File: src/rtl/xpi_arb_pkg.sv
// xpi_arb_pkg: shared state encoding, owner codes and parked pin levels for the XPI bus arbiter.
package xpi_arb_pkg;
  typedef enum logic [1:0] {IDLE, OWN_X, OWN_C, GAP} state_t;
  localparam logic OWNER_X = 1'b0;
  localparam logic OWNER_C = 1'b1;
  localparam logic PARK_CS = 1'b1;
  localparam logic PARK_CLK = 1'b0;
endpackage

File: src/rtl/xpi_gap_timer.sv
// xpi_gap_timer: loadable down-counter timing the forced CS-high gap; done when it reaches zero.
module xpi_gap_timer #(
  parameter int CS_GAP = 4
) (
  input  logic clk,
  input  logic load,
  output logic done
);
  localparam int W = $clog2(CS_GAP + 1);
  logic [W-1:0] cnt;
  always_ff @(posedge clk)
    cnt <= load ? W'(CS_GAP - 1) : (cnt != '0 ? cnt - 1'b1 : cnt);
  assign done = cnt == '0;
endmodule

File: src/rtl/xpi_bus_arbiter.sv
// xpi_bus_arbiter: grants whole CS-low transactions on the quad-SPI pins to X (fetch) or C (command).
// Optional starvation guard for C is enabled by defining XPI_ARB_STARVE_EN.
module xpi_bus_arbiter
  import xpi_arb_pkg::*;
#(
  parameter int CS_GAP = 4,
  parameter int STARVE_MAX = 8
) (
  input  logic       HCLK,
  input  logic       HRESET,
  input  logic       x_req,
  output logic       x_gnt,
  input  logic [3:0] x_XPIo,
  input  logic [3:0] x_XPIdir,
  input  logic       x_XPICS,
  input  logic       x_XPICLK,
  output logic [3:0] x_XPIi,
  input  logic       c_req,
  output logic       c_gnt,
  input  logic [3:0] c_XPIo,
  input  logic [3:0] c_XPIdir,
  input  logic       c_XPICS,
  input  logic       c_XPICLK,
  output logic [3:0] c_XPIi,
  output logic [3:0] XPIo,
  output logic [3:0] XPIdir,
  output logic       XPICS,
  output logic       XPICLK,
  input  logic [3:0] XPIi,
  output logic       owner,
  output logic       busy
);
  state_t state;
  logic x_end, c_end, follow_x, follow_c, load, gap_done, c_win;
  assign x_end = !x_req && x_XPICS;
  assign c_end = !c_req && c_XPICS;
  assign follow_x = state == OWN_X && !x_end;
  assign follow_c = state == OWN_C && !c_end;
  assign load = HRESET || (state == OWN_X && x_end) || (state == OWN_C && c_end);
  xpi_gap_timer #(.CS_GAP(CS_GAP)) u_gap (
    .clk (HCLK),
    .load(load),
    .done(gap_done)
  );
`ifdef XPI_ARB_STARVE_EN
  localparam int SW = $clog2(STARVE_MAX + 1);
  logic [SW-1:0] starve_cnt;
  assign c_win = c_req && (!x_req || starve_cnt == SW'(STARVE_MAX));
  always_ff @(posedge HCLK)
    if (HRESET || (state == IDLE && (c_win || !c_req))) starve_cnt <= '0;
    else if (state == IDLE && x_req) starve_cnt <= starve_cnt + 1'b1;
`else
  localparam int unused_starve_max = STARVE_MAX;
  assign c_win = c_req && !x_req;
`endif
  always_ff @(posedge HCLK) begin
    if (HRESET) begin
      state <= GAP;
      owner <= OWNER_X;
    end else begin
      case (state)
        IDLE: if (c_win) begin
          state <= OWN_C;
          owner <= OWNER_C;
        end else if (x_req) begin
          state <= OWN_X;
          owner <= OWNER_X;
        end
        OWN_X: if (x_end) state <= GAP;
        OWN_C: if (c_end) state <= GAP;
        default: if (gap_done) state <= IDLE;
      endcase
    end
  end
  // Pins park on the ending edge too, so GAP always presents a clean deselect.
  always_ff @(posedge HCLK) begin
    if (HRESET || !(follow_x || follow_c)) {XPIo, XPIdir, XPICS, XPICLK} <= {4'h0, 4'h0, PARK_CS, PARK_CLK};
    else if (follow_x) {XPIo, XPIdir, XPICS, XPICLK} <= {x_XPIo, x_XPIdir, x_XPICS, x_XPICLK};
    else {XPIo, XPIdir, XPICS, XPICLK} <= {c_XPIo, c_XPIdir, c_XPICS, c_XPICLK};
  end
  assign x_gnt = state == OWN_X;
  assign c_gnt = state == OWN_C;
  assign busy = state != IDLE;
  assign x_XPIi = x_gnt ? XPIi : 4'h0;
  assign c_XPIi = c_gnt ? XPIi : 4'h0;
endmodule

File: config.mk
export PLATFORM = sky130hd
export DESIGN_NAME = xpi_bus_arbiter
export DESIGN_NICKNAME = d
export VERILOG_FILES = /design/src/rtl/xpi_arb_pkg.sv /design/src/rtl/xpi_gap_timer.sv /design/src/rtl/xpi_bus_arbiter.sv
export SDC_FILE = /design/constraint.sdc
export NUM_CORES = 1
export LEC_CHECK = 0
export ABC_CLOCK_PERIOD_IN_PS = 2300
export CAP_MARGIN = 15
export CORE_MARGIN = 3
export CORE_UTILIZATION = 37
export CTS_CLUSTER_DIAMETER = 120
export DETAILED_ROUTE_END_ITERATION = 6
export PLACE_DENSITY = 0.78
export SETUP_SLACK_MARGIN = 0.4
export SLEW_MARGIN = 0
export SYNTH_ARGS = -nofsm -noshare
export SYNTH_HDL_FRONTEND = slang
export SYNTH_SLANG_ARGS = --single-unit
File: constraint.sdc
create_clock -name HCLK -period 2.3 [get_ports HCLK]
set_clock_uncertainty 0.15 [all_clocks]
set_input_delay 0.69 -clock HCLK [delete_from_list [all_inputs] [get_ports HCLK]]
set_output_delay 0.69 -clock HCLK [all_outputs]
set_load 0.02 [all_outputs]
# --- After elaboration in Yosys (flattened, before gate mapping) ---
# Index checks and enable logic that the tools add are counted.
classes:
  addsub: 1
  reduce_logical: 24
  muxes: 14
  eq_ne: 5
op_table:
  columns: ["op", "n"]
  rows:
  - ["$mux 4", 4]
  - ["$mux 2", 5]
  - ["$logic_and 1x1->1", 7]
  - ["$pmux 2 s3", 1]
  - ["$logic_not 1->1", 5]
  - ["$logic_or 1x1->1", 4]
  - ["$mux 1", 4]
  - ["$ne 2x1->1 const B", 2]
  - ["$reduce_and 4->1", 1]
  - ["$reduce_bool 2->1", 2]
  - ["$reduce_bool 4->1", 1]
  - ["$logic_not 3->1", 1]
  - ["$ne 3x3->1 const B", 1]
  - ["$reduce_bool 3->1", 1]
  - ["$sub 3x1->3 const B", 1]
  - ["$eq 2x1->1 const B", 1]
  - ["$eq 2x2->1 const B", 1]
  - ["$logic_not 2->1", 1]
  - ["$reduce_and 2->1", 1]
totals:
  register_bits: 16
  word_cells: 51
  input_bits: 28
  out_inout_bits: 22

# --- Depth between registers and ports, before layout ---
logic_depth:
  depth_word: 7
  mapped_depth: 7
  mapped_depth_nobuf: 6

# --- Hierarchy ---
# A second synthesis with hierarchy kept.
hier_totals:
  cells_unflattened: 104
  hier_area_um2: 944.7
modules_own_cells:
  columns: ["module", "n_inst", "cells_each", "seq_area_each_um2", "area_each_um2"]
  rows:
  - ["xpi_bus_arbiter", 1, 87, 260.2, 778.2]
  - ["xpi_gap_timer", 1, 17, 60.1, 166.4]

# --- Worst setup path after synthesis ---
# Ideal clock, no wire load.
synth_timing:
  kind: "register -> output"
  startpoint: "reg state[1]"
  endpoint: "out x_XPIi[0]"
  arrival_ns: 1.395
  t_required_ns: 1.460
  n_path_buf: 2
  path_stages_with_launch: 6
  path_slack_ns: 0.065
  path_cell_list: "dfxtp_1 inv_1 ha_1 buf_2 clkbuf_1 and2_1"
synth_via:
  elab_chain_len: 2
synth_lines:
  columns: ["item", "line", "text"]
  rows:
  - ["start, declared", "xpi_bus_arbiter.sv:33", "state_t state;"]
  - ["start signal, assigned", "xpi_bus_arbiter.sv:58", "state <= GAP;"]
  - ["start signal, assigned", "xpi_bus_arbiter.sv:63", "state <= OWN_C;"]
  - ["start signal, assigned", "xpi_bus_arbiter.sv:66", "state <= OWN_X;"]
  - ["$eq 2x1->1", "xpi_bus_arbiter.sv:81", "assign x_gnt = state == OWN_X;"]
  - ["named net x_gnt", "xpi_bus_arbiter.sv:12", "output logic x_gnt,"]
  - ["$mux 4", "xpi_bus_arbiter.sv:84", "assign x_XPIi = x_gnt ? XPIi : 4'h0;"]
  - ["end, declared", "xpi_bus_arbiter.sv:17", "output logic [3:0] x_XPIi,"]
# The timed path passes the listed nets, and every way through them passes these cells.

# --- Worst setup path after layout ---
layout_timing:
  startpoint: "reg state[0]"
  endpoint: "out c_XPIi[3]"
layout_via:
  elab_chain_len: 2
layout_lines:
  columns: ["item", "line", "text"]
  rows:
  - ["$eq 2x2->1", "xpi_bus_arbiter.sv:82", "assign c_gnt = state == OWN_C;"]
  - ["$mux 4", "xpi_bus_arbiter.sv:85", "assign c_XPIi = c_gnt ? XPIi : 4'h0;"]
  - ["end, declared", "xpi_bus_arbiter.sv:24", "output logic [3:0] c_XPIi,"]
# No other way between the ends.

==> run_results.csv <==
group,metric,value,unit
worst_setup_path,endpoint_kind,"output pin",
timing,clock.fmax,0.493,GHz
die,core,2060,sq um
drt,drc_errors,0,
synth,synth_top_cell_by_area,"dfxtp_1",
worst_setup_path,reg2reg_from,"state[1]",
worst_setup_path,r2r_end,"state[0]",
die,pin_count,50,
die,row_count,16,
worst_setup_path,cp_max_fo,6,
power_and_ir_drop,power.internal,1.04,mW
synth,yosysTopAreaCellShare,37.8,%
grt,grt_pass1_vias,878,
grt,grt_max_degree,11,
layout,n_fill_cell,152,
power_and_ir_drop,swShare,39.8,%
run_status,run_status,"finished clean",
hold_path,hold_depth,2,
synth,syn-instance-count,100,
drt,drtIter0Drc,10,
hold_path,holdPathEnd,"u_gap.cnt[0]",
power_and_ir_drop,pwr-share-comb,65.3,%
clock_tree,cts_root_buffer,"clkbuf_4",
layout,num_antenna_cells,0,
grt,antenna_found_initial,0,
clock_tree,cts_buffers,3,
placed_design,routabilityCongestion,0.852,
drt,via_count,930,
synth,ys_dominant_reg_cell,"dfxtp_1",
drt,viasPerCell,4.92,
timing,period_needed,2.03,ns
placed_design,dpl.cell_count,179,
power_and_ir_drop,cellPowerDensity,1100,nW/um^2
hold_path,hp-start,"u_gap.cnt[0]",
clock_tree,cts_htree_levels,1,
drt,first_pass_iters,4,
synth,ys_ff_latch,16,
power_and_ir_drop,seq_power_share,23.4,%
timing,timing_worst_slew_pin_value,0.329,ns
drt,wl_per_cell,13.9,um
clock_tree,cts_tree,"done",
die,die_x,53.8,um
drt,finalWirelength,2620,um
timing,setup_viol,0,
synth,synth_edf_count,0,
synth,synth_area_per_cell,8.47,sq um
power_and_ir_drop,p_switching,0.688,mW
timing,finalMaxSlewViolations,0,
layout,drive_gt1_share,32.1,%
die,start_util,41.1,%
worst_setup_path,start_kind,"register",
drt,postRouteAntennaNets,0,
timing,rsz0062_at_grt,"true",
power_and_ir_drop,p_total,1.73,mW
power_and_ir_drop,p_leak,0.745,nW
clock_tree,insertion_delay,0.28,ns
clock_tree,hold_buffers,0,
die,dieArea,2900,sq um
placed_design,dp_slack,-0.480,ns
clock_tree,clk_pin_slew_worst_paths,0.10,ns
timing,worst_slack,0.271,ns
worst_setup_path,crit_required,1.46,ns
worst_setup_path,r2r_setup_slack,0.52,ns
synth,ys_types,31,
layout,seqCellArea,328,sq um
placed_design,io_buffers,49,
timing,max_slew_margin,78.1,%
run,drv_cap,0,
synth,synth-seq-area-share,37.8,%
power_and_ir_drop,peakVddDrop,850,uV
synth,yosys_warnings,0,
grt,grt_pass1_wl,3960,um
die,die_h,53.8,um
layout,nets,197,
layout,final_cells,189,
worst_setup_path,critical_path_arrival,1.19,ns
layout,multiInputGateArea,544,sq um
placed_design,dp_hpwl,1860,um
worst_setup_path,criticalPathCategory,"reg -> out",
power_and_ir_drop,p_clk_share,11.2,%
synth,synthesis.nets,134,
synth,synth.cell_area,847,sq um
grt,track_usage,19.2,%
timing,period_share,88.2,%
timing,hold_viol,0,
clock_tree,clock_path_buffers,2,
synth,synth_area_leaders,"dfxtp_1 (38%), ha_1 (8.9%), a21oi_1 (7.1%)",
grt,grt-ovfl-total,0,
clock_tree,cts.sinks,16,
synth,ys_async_sr_fraction,0,%
hold_path,hold_path.class,"reg -> reg",
worst_setup_path,rr_worst_depth,7,
layout,areaGrowthSynthToFinish,85.5,%
==> power groups by stage <==
stage	logic (mW)	registers, mW	clock network, mW
3_3_place_gp	0.937	0.390	0
6_report	1.13	0.405	0.194
3_5_place_dp	0.962	0.395	0
5_1_grt	1.23	0.414	0.203
2_1_floorplan	0.576	0.422	0
4_1_cts	1.09	0.403	0.196
==> critical path: stages (launching register included) <==
cell	delay (ns)
dfxtp_4	0.41
inv_6	0.05
ha_4	0.18
and2_4	0.14
buf_6	0.12
==> routing by layer <==
metal | part of all wire, % | wire length [um] | global-route usage, % | vias to the layer above
met5 | 0 | 0 | 0 | -
met4 | 0.38 | 10 | 5.53 | 0
met3 | 11 | 300 | 5.26 | 2
met2 | 48 | 1260 | 34.9 | 41
met1 | 40 | 1050 | 21.5 | 427
li1 | - | - | - | 460
==> sequential cells by signal, summed over array words and instances, names as in the netlist <==
signal and cells:
state 2, u_gap.cnt 3, XPICLK 1, owner 1, XPIdir 4, XPIo 4, XPICS 1
==> synthesized netlist by cell type (2+ instances only) <==
cell type	count
dfxtp_1	16
a21oi_1	12
nand2_1	12
nand3_1	9
and2_1	8
inv_1	8
ha_1	6
buf_2	3
nand2b_1	2
nor2_1	2
nor3_1	2
==> through the flow <==
stage | util (%) | TNS [ns] | hold slack (ns) | area, sq um
after floorplan | - | 0 | 0.309 | 881
after global placement | 69.5 | -3.34 | 0.325 | 1430
after detailed placement | 69.5 | -3.52 | 0.339 | 1430
after CTS | 74.8 | 0 | 0.366 | 1540
after global routing | 76.2 | 0 | 0.387 | 1570
final | 76.2 | 0 | 0.362 | 1570
==> cell usage in the layout (no fill, tap or decap), types with 5 or more instances in the layout <==
cell	instances
dlygate4sd2_1	14
buf_4	12
nand3_1	9
buf_6	12
clkdlybuf4s50_1	19
a21oi_1	12
nand2_1	12
inv_1	5
and2_4	8
dfxtp_1	14
==> what timing repair did <==
item	in CTS	in global routing
cloned	0	0
endpoints found under the hold margin	0	0
gates resized for setup	103	4
setup endpoints to repair	36	15
pin swaps	5	4
setup buffers	4	2
==> final cells by class <==
class	instances	share of cell area, %
multi-input cells	72	34.6
well taps	27	2.15
repair buffers	62	37.7
inverters	8	2.39
clock buffers	4	2.31
flip-flops and latches	16	20.9
==> cell families after synthesis <==
group / after synthesis / synth area share (%)
adder cells (fa/ha/maj): 6 / 8.86
multiplexers: 1 / 1.18
buffers and inverters: 12 / 5.76
flip-flops: 16 / 37.8
AO/OA/AOI/OAI: 22 / 18.9
AND/OR/NAND/NOR: 42 / 26.4
XOR/XNOR: 1 / 1.03
==> how the worst max path moves through the flow <==
stage / end / cells after the start / from / slack (ns)
2_1_floorplan: x_XPIi[0] / 5 / state[1] / 0.41
3_3_place_gp: x_XPIi[0] / 3 / XPIi[0] / -0.42
3_5_place_dp: c_XPIi[3] / 3 / XPIi[3] / -0.48
4_1_cts: x_XPIi[1] / 4 / state[1] / 0.26
5_1_grt: c_XPIi[3] / 4 / state[0] / 0.23
6_report: c_XPIi[3] / 4 / state[0] / 0.27
No activity file was read; power rests on OpenSTA's default activity.
